<file path="src/rtl/seg_display_ctrl.sv">
// Multiplexed seven-segment driver. A sequential double-dabble engine converts a captured
// binary value to BCD, and a registered scanner drives the digits with blanking, DP, blink and overflow.

module seg_digit_dec (
  input  logic [3:0] nib,
  input  logic       blank,
  input  logic       ovf,
  output logic [6:0] seg   // active-high {A,B,C,D,E,F,G}
);
  always_comb begin
    seg = 7'b0000000;
    if (ovf) seg = 7'b0000001;
    else if (!blank) begin
      case (nib)
        4'd0:    seg = 7'b1111110;
        4'd1:    seg = 7'b0110000;
        4'd2:    seg = 7'b1101101;
        4'd3:    seg = 7'b1111001;
        4'd4:    seg = 7'b0110011;
        4'd5:    seg = 7'b1011011;
        4'd6:    seg = 7'b1011111;
        4'd7:    seg = 7'b1110000;
        4'd8:    seg = 7'b1111111;
        4'd9:    seg = 7'b1111011;
        default: seg = 7'b0000000;
      endcase
    end
  end
endmodule

module seg_display_ctrl #(
  parameter int NUM_DIGITS     = 8,
  parameter int BIN_WIDTH      = 32,
  parameter int SCAN_DIV       = 1024,
  parameter int BLINK_BITS     = 24,
  parameter bit SEG_ACTIVE_LOW = 1'b1,
  parameter bit COM_ACTIVE_LOW = 1'b1
) (
  input  logic                  CLK,
  input  logic                  RST,
  input  logic [BIN_WIDTH-1:0]  VALUE,
  input  logic                  LOAD,
  input  logic                  BLANK_LZ,
  input  logic                  BLINK_EN,
  input  logic [NUM_DIGITS-1:0] DP_MASK,
  output logic                  BUSY,
  output logic                  OVERFLOW,
  output logic [NUM_DIGITS-1:0] Com,
  output logic [6:0]            SEG,
  output logic                  DP
);
  localparam int CW = $clog2(BIN_WIDTH + 1);
  localparam int IW = $clog2(NUM_DIGITS);
  localparam int PW = $clog2(SCAN_DIV);
  localparam logic [CW-1:0] SHIFT_LAST = CW'(BIN_WIDTH - 1);
  localparam logic [PW-1:0] PS_LAST    = PW'(SCAN_DIV - 1);
  localparam logic [IW-1:0] IDX_LAST   = IW'(NUM_DIGITS - 1);
  localparam logic [NUM_DIGITS-1:0] COM_OFF = {NUM_DIGITS{COM_ACTIVE_LOW}};
  localparam logic [6:0]            SEG_OFF = {7{SEG_ACTIVE_LOW}};
  localparam logic [NUM_DIGITS-1:0] ONE_HOT = {{(NUM_DIGITS-1){1'b0}}, 1'b1};

  typedef enum logic [1:0] {S_IDLE, S_SHIFT, S_COMMIT} state_t;

  state_t                       state, state_nx;
  logic [BIN_WIDTH-1:0]         bin_q, bin_nx;
  logic [NUM_DIGITS-1:0][3:0]   bcd_q, bcd_nx, bcd_adj;
  logic                         ovf_w_q, ovf_w_nx;
  logic [CW-1:0]                cnt_q, cnt_nx;
  logic [NUM_DIGITS-1:0][3:0]   disp_q, disp_nx;
  logic                         ovf_q, ovf_nx;

  always_ff @(posedge CLK or posedge RST) begin
    if (RST) begin
      state   <= S_IDLE;
      bin_q   <= '0;
      bcd_q   <= '0;
      ovf_w_q <= 1'b0;
      cnt_q   <= '0;
      disp_q  <= '0;
      ovf_q   <= 1'b0;
    end else begin
      state   <= state_nx;
      bin_q   <= bin_nx;
      bcd_q   <= bcd_nx;
      ovf_w_q <= ovf_w_nx;
      cnt_q   <= cnt_nx;
      disp_q  <= disp_nx;
      ovf_q   <= ovf_nx;
    end
  end

  always_comb begin
    bcd_adj = bcd_q;
    for (int i = 0; i < NUM_DIGITS; i++)
      if (bcd_q[i] >= 4'd5) bcd_adj[i] = bcd_q[i] + 4'd3;
  end

  always_comb begin
    state_nx = state;
    bin_nx   = bin_q;
    bcd_nx   = bcd_q;
    ovf_w_nx = ovf_w_q;
    cnt_nx   = cnt_q;
    disp_nx  = disp_q;
    ovf_nx   = ovf_q;
    case (state)
      S_IDLE: if (LOAD) begin
        bin_nx   = VALUE;
        bcd_nx   = '0;
        ovf_w_nx = 1'b0;
        cnt_nx   = '0;
        state_nx = S_SHIFT;
      end
      S_SHIFT: begin
        // a set MSB after adjustment is a carry out of the top digit: value too wide
        if (bcd_adj[NUM_DIGITS-1][3]) ovf_w_nx = 1'b1;
        {bcd_nx, bin_nx} = {bcd_adj, bin_q} << 1;
        cnt_nx = cnt_q + 1'b1;
        if (cnt_q == SHIFT_LAST) state_nx = S_COMMIT;
      end
      S_COMMIT: begin
        disp_nx  = bcd_q;
        ovf_nx   = ovf_w_q;
        state_nx = S_IDLE;
      end
      default: state_nx = S_IDLE;
    endcase
  end

  assign BUSY     = (state != S_IDLE);
  assign OVERFLOW = ovf_q;

  logic [PW-1:0]         ps_q;
  logic [IW-1:0]         idx_q;
  logic [BLINK_BITS:0]   blk_q;

  always_ff @(posedge CLK or posedge RST) begin
    if (RST) begin
      ps_q  <= '0;
      idx_q <= '0;
      blk_q <= '0;
    end else begin
      blk_q <= blk_q + 1'b1;
      if (ps_q == PS_LAST) begin
        ps_q  <= '0;
        idx_q <= (idx_q == IDX_LAST) ? '0 : idx_q + 1'b1;
      end else begin
        ps_q <= ps_q + 1'b1;
      end
    end
  end

  // digit i>0 blanks when it and everything above it is zero
  logic [NUM_DIGITS-1:0] lz_blank;
  logic                  lz_run;
  always_comb begin
    lz_blank = '0;
    lz_run   = 1'b0;
    for (int i = NUM_DIGITS - 1; i > 0; i--) begin
      lz_run      = lz_run | (|disp_q[i]);
      lz_blank[i] = BLANK_LZ & ~lz_run;
    end
  end

  logic [NUM_DIGITS-1:0][6:0] seg_dig;
  for (genvar g = 0; g < NUM_DIGITS; g++) begin : g_dec
    seg_digit_dec u_dec (
      .nib   (disp_q[g]),
      .blank (lz_blank[g]),
      .ovf   (ovf_q),
      .seg   (seg_dig[g])
    );
  end

  logic com_on;
  assign com_on = ~(BLINK_EN & blk_q[BLINK_BITS]);

  // Com and SEG/DP share one register stage off idx_q so they switch together
  always_ff @(posedge CLK or posedge RST) begin
    if (RST) begin
      Com <= COM_OFF;
      SEG <= SEG_OFF;
      DP  <= SEG_ACTIVE_LOW;
    end else begin
      Com <= com_on ? (COM_OFF ^ (ONE_HOT << idx_q)) : COM_OFF;
      SEG <= seg_dig[idx_q] ^ SEG_OFF;
      DP  <= (DP_MASK[idx_q] & ~ovf_q) ^ SEG_ACTIVE_LOW;
    end
  end
endmodule

</file>
<file path="config.mk">
export PLATFORM = sky130hd
export DESIGN_NAME = seg_display_ctrl
export DESIGN_NICKNAME = d
export VERILOG_FILES = /design/src/rtl/seg_display_ctrl.sv
export SDC_FILE = /design/constraint.sdc
export NUM_CORES = 1
export LEC_CHECK = 0
export CORE_ASPECT_RATIO = 0.5
export CORE_MARGIN = 4
export CORE_UTILIZATION = 42
export CTS_BUF_LIST = sky130_fd_sc_hd__clkbuf_4
export DETAILED_ROUTE_END_ITERATION = 7
export SYNTH_ARGS = -nofsm -noshare
export SYNTH_HDL_FRONTEND = slang
export SYNTH_SLANG_ARGS = --single-unit
</file>
<file path="constraint.sdc">
create_clock -name CLK -period 6.15 [get_ports CLK]
set_input_delay 1.23 -clock CLK [delete_from_list [all_inputs] [get_ports CLK]]
set_output_delay 1.23 -clock CLK [all_outputs]
set_load 0.005 [all_outputs]
</file>
==> impl_metrics.tcl <==
set metrics [dict create \
    crit_path_start_kind "register" \
    tightestPinTransition_ns 1.120 \
    row_count 38 \
    via_count 7213 \
    synthAdderAreaFrac_pct 9.705 \
    max_clock_freq_ghz 0.3091 \
    grt_start_max_net_pins 64 \
    synth-seq-cells 160 \
    drt-wirelength-per-cell_um 16.00 \
    detailedPlacementHpwl_um 14730 \
    powerDensity_nw_per_um2 289.0 \
    synth.net_count 1099 \
    power.leakage_nw 4.466 \
    die_footprint_um2 25010 \
    synth.cell_area_um2 9412 \
    synth_common_cells "sky130_fd_sc_hd__dfrtp_1 (144), sky130_fd_sc_hd__o21ai_0 (104), sky130_fd_sc_hd__nand2_1 (84), sky130_fd_sc_hd__ha_1 (73), sky130_fd_sc_hd__a21oi_1 (63)" \
    cts.clk_slew.worst_paths_ns 0.13 \
    cts_buffer_depth 2 \
    grt_pass1_vias 7051 \
    drv_slew 0 \
    synth_area_leaders "sky130_fd_sc_hd__dfrtp_1 (38%), sky130_fd_sc_hd__ha_1 (9.7%), sky130_fd_sc_hd__o21ai_0 (5.5%)" \
    floorplan.initialDensity_pct 43.13 \
    synth_enable_flop_cells 0 \
    h_tree_depth 4 \
    met2_usage_grt_pct 25.83 \
    drive_above_1_share_pct 9.144 \
    drt-pass1-iter-count 5 \
    final-setup-viol-count 0 \
    global_route_wire_length_before_repair_um 35660 \
    floorplan.die.width_um 219.7 \
    final_min_period_over_clock_period_pct 52.61 \
    report.final.hold_viol_count 0 \
    syn_inst 981 \
    largest_family_of_logic_cells_by_synthesized_area "compound AO/OA/AOI/OAI gates" \
    cts_tree "done" \
    routed_via_density 5.427 \
    antenna_violations_before_repair 1 \
    cts_num_sinks 160 \
    async_flop_share_pct 100.0 \
    largest_fanout_of_any_net_on_the_critical_path 37 \
    yosysWarningCount 0 \
    drv_cap 0 \
    outcome "finished clean" \
    hold_path.class "register to register" \
    grt_ovf 0 \
    most_common_cell_in_the_synthesized_netlist "sky130_fd_sc_hd__dfrtp_1" \
    setup_slack_of_the_critical_path_after_layout_ns 2.914 \
    clk_root_buffer_cell "sky130_fd_sc_hd__clkbuf_4" \
    io_pins 63 \
    area_delta_synth_final_pct 11.83 \
    cts_setup_buffers 0 \
    slew-limit-headroom_pct 24.97 \
    post_synthesis_compound_gate_area_fraction_pct 20.39 \
    worst_ep_required_time_ns 4.92 \
    synth_cell_types 68 \
    clock_insertion_delay_worst_skew_ns 0.60 \
    cp-end-kind "output pin" \
    remaining_drcs 0 \
    postSynthAreaPerCell_um2 9.594 \
    proportion_of_synthesized_area_in_mux_cells_pct 3.510 \
    gr-usage-met3_pct 3.460 \
    vdd_drop_max_mv 0.1353 \
    fin_worst_skew_ns 0.02629 \
    ys_dominant_reg_cell "sky130_fd_sc_hd__dfrtp_1" \
    synth_top_cell_by_area "sky130_fd_sc_hd__dfrtp_1" \
    post-route-min-period_ns 3.236 \
    placement.io_buffers 62 \
    floorplan.core_area_um2 21820 \
    grt_setup_unrepaired "false" \
    ant_nets 0 \
    cts-buffers-inserted 17 \
    synthSimpleGateAreaFrac_pct 13.93 \
    setup.worst_path.class "register to output pin" \
    cts_hold_repair.buffers 0 \
    track_usage_pct 17.56 \
    dpl_worst_slack_ns 2.712 \
    grtUsageMet1_pct 26.37 \
    global_route_layer_with_the_greatest_usage "met1" \
    drt_iter0_drc 532 \
    cts.repair.resized 0 \
    netlist.area_leader.share_pct 38.29 \
    synth_sequential_area_ratio_pct 42.75 \
    place_congestion 0.8453 \
    fp.dieH_um 113.9 \
    yosys.area_share.xor_xnor_pct 4.932 \
    detail_route.wirelength_um 21260 \
    critical_path_arrival_ns 2.01 \
    nNetsFinal 1134 \
    final.setup.tns_ns 0 \
]
[final timing paths]
kind,from,endpoint,slack [ns],cells after the start
min,blk_q[19],blk_q[19],0.47,1
max in group asynchronous,RST,disp_q[14],3.98,3
max,state[0],BUSY,2.91,3
max reg2reg,disp_q[25],SEG[3],3.78,7
min reg2reg,blk_q[19],blk_q[19],0.47,1
min in group asynchronous,RST,bin_q[9],1.07,2
[routing by layer]
metal  vias to the layer above  wire (um)
met1                      3479      10980
li1                       3542          -
met4                         0        230
met3                        20        950
met5                         -          0
met2                       172       9101
[cell type report]
type / instances / area [um2]
Timing Repair Buffer: 72 / 695.7
Inverter: 57 / 219.0
Clock inverter: 11 / 115.1
Multi-Input combinational cell: 708 / 4943
Tap cell: 300 / 375.4
Fill cell: 2053 / 11300
Sequential cell: 160 / 4024
Antenna cell: 1 / 2.502
Clock buffer: 20 / 150.1
[cell usage in the layout, fill, tap and decap left out, drive strengths merged, types with 9 or more instances in the layout]
| cell type | n |
|---|---|
| a21oi | 64 |
| a22oi | 32 |
| a32o | 10 |
| and3 | 11 |
| buf | 10 |
| clkbuf | 20 |
| clkdlybuf4s50 | 62 |
| clkinv | 9 |
| dfrtp | 144 |
| dfstp | 16 |
| ha | 73 |
| inv | 56 |
| mux2 | 20 |
| nand2 | 84 |
| nand2b | 26 |
| nand3 | 16 |
| nor2 | 37 |
| nor2b | 36 |
| o21ai | 104 |
| o22ai | 25 |
| o31ai | 10 |
| xnor2 | 32 |
| xor2 | 21 |
[stage by stage]
| stage | total power (W) | hold WS (ns) | instances | utilization, % | cell area [um2] |
|---|---|---|---|---|---|
| after floorplan | 0.002163 | 0.4342 | 981 | - | 9412 |
| after detailed placement | 0.002430 | 0.4534 | 1297 | 47.00 | 10260 |
| final | 0.003041 | 0.4692 | 1329 | 48.23 | 10530 |
| after global routing | 0.003283 | 0.4895 | 1329 | 48.23 | 10530 |
| after global placement | 0.002394 | 0.4506 | 1297 | 47.00 | 10260 |
| after CTS | 0.003070 | 0.4735 | 1328 | 48.22 | 10520 |
[report_power, final]
part / total [W] / internal [W] / switching, W
Combinational: 0.000968 / 0.000449 / 0.000519
Sequential: 0.00144 / 0.00126 / 0.000185
Clock: 0.000630 / 0.000249 / 0.000381
[cell families after synthesis]
family | count (synthesis)
mux | 28
fa+ha+maj | 73
buf+inv | 113
flops | 160
compound gates | 305
simple gates | 249
xor+xnor | 53
[worst max-delay path, stage by stage (launching register included)]
cell,delay (ns)
sky130_fd_sc_hd__dfrtp_1,0.38
sky130_fd_sc_hd__buf_4,0.24
sky130_fd_sc_hd__or2_2,0.35
sky130_fd_sc_hd__clkdlybuf4s50_1,0.45
[flip-flops by register name (all words and copies together) (netlist names)]
register / flops
idx_q: 3
Com: 8
blk_q: 25
OVERFLOW: 1
disp_q: 32
cnt_q: 6
state: 2
ovf_w_q: 1
SEG: 7
DP: 1
bcd_q: 32
ps_q: 10
bin_q: 32
Note: power is estimated with default switching activity, not from simulation.
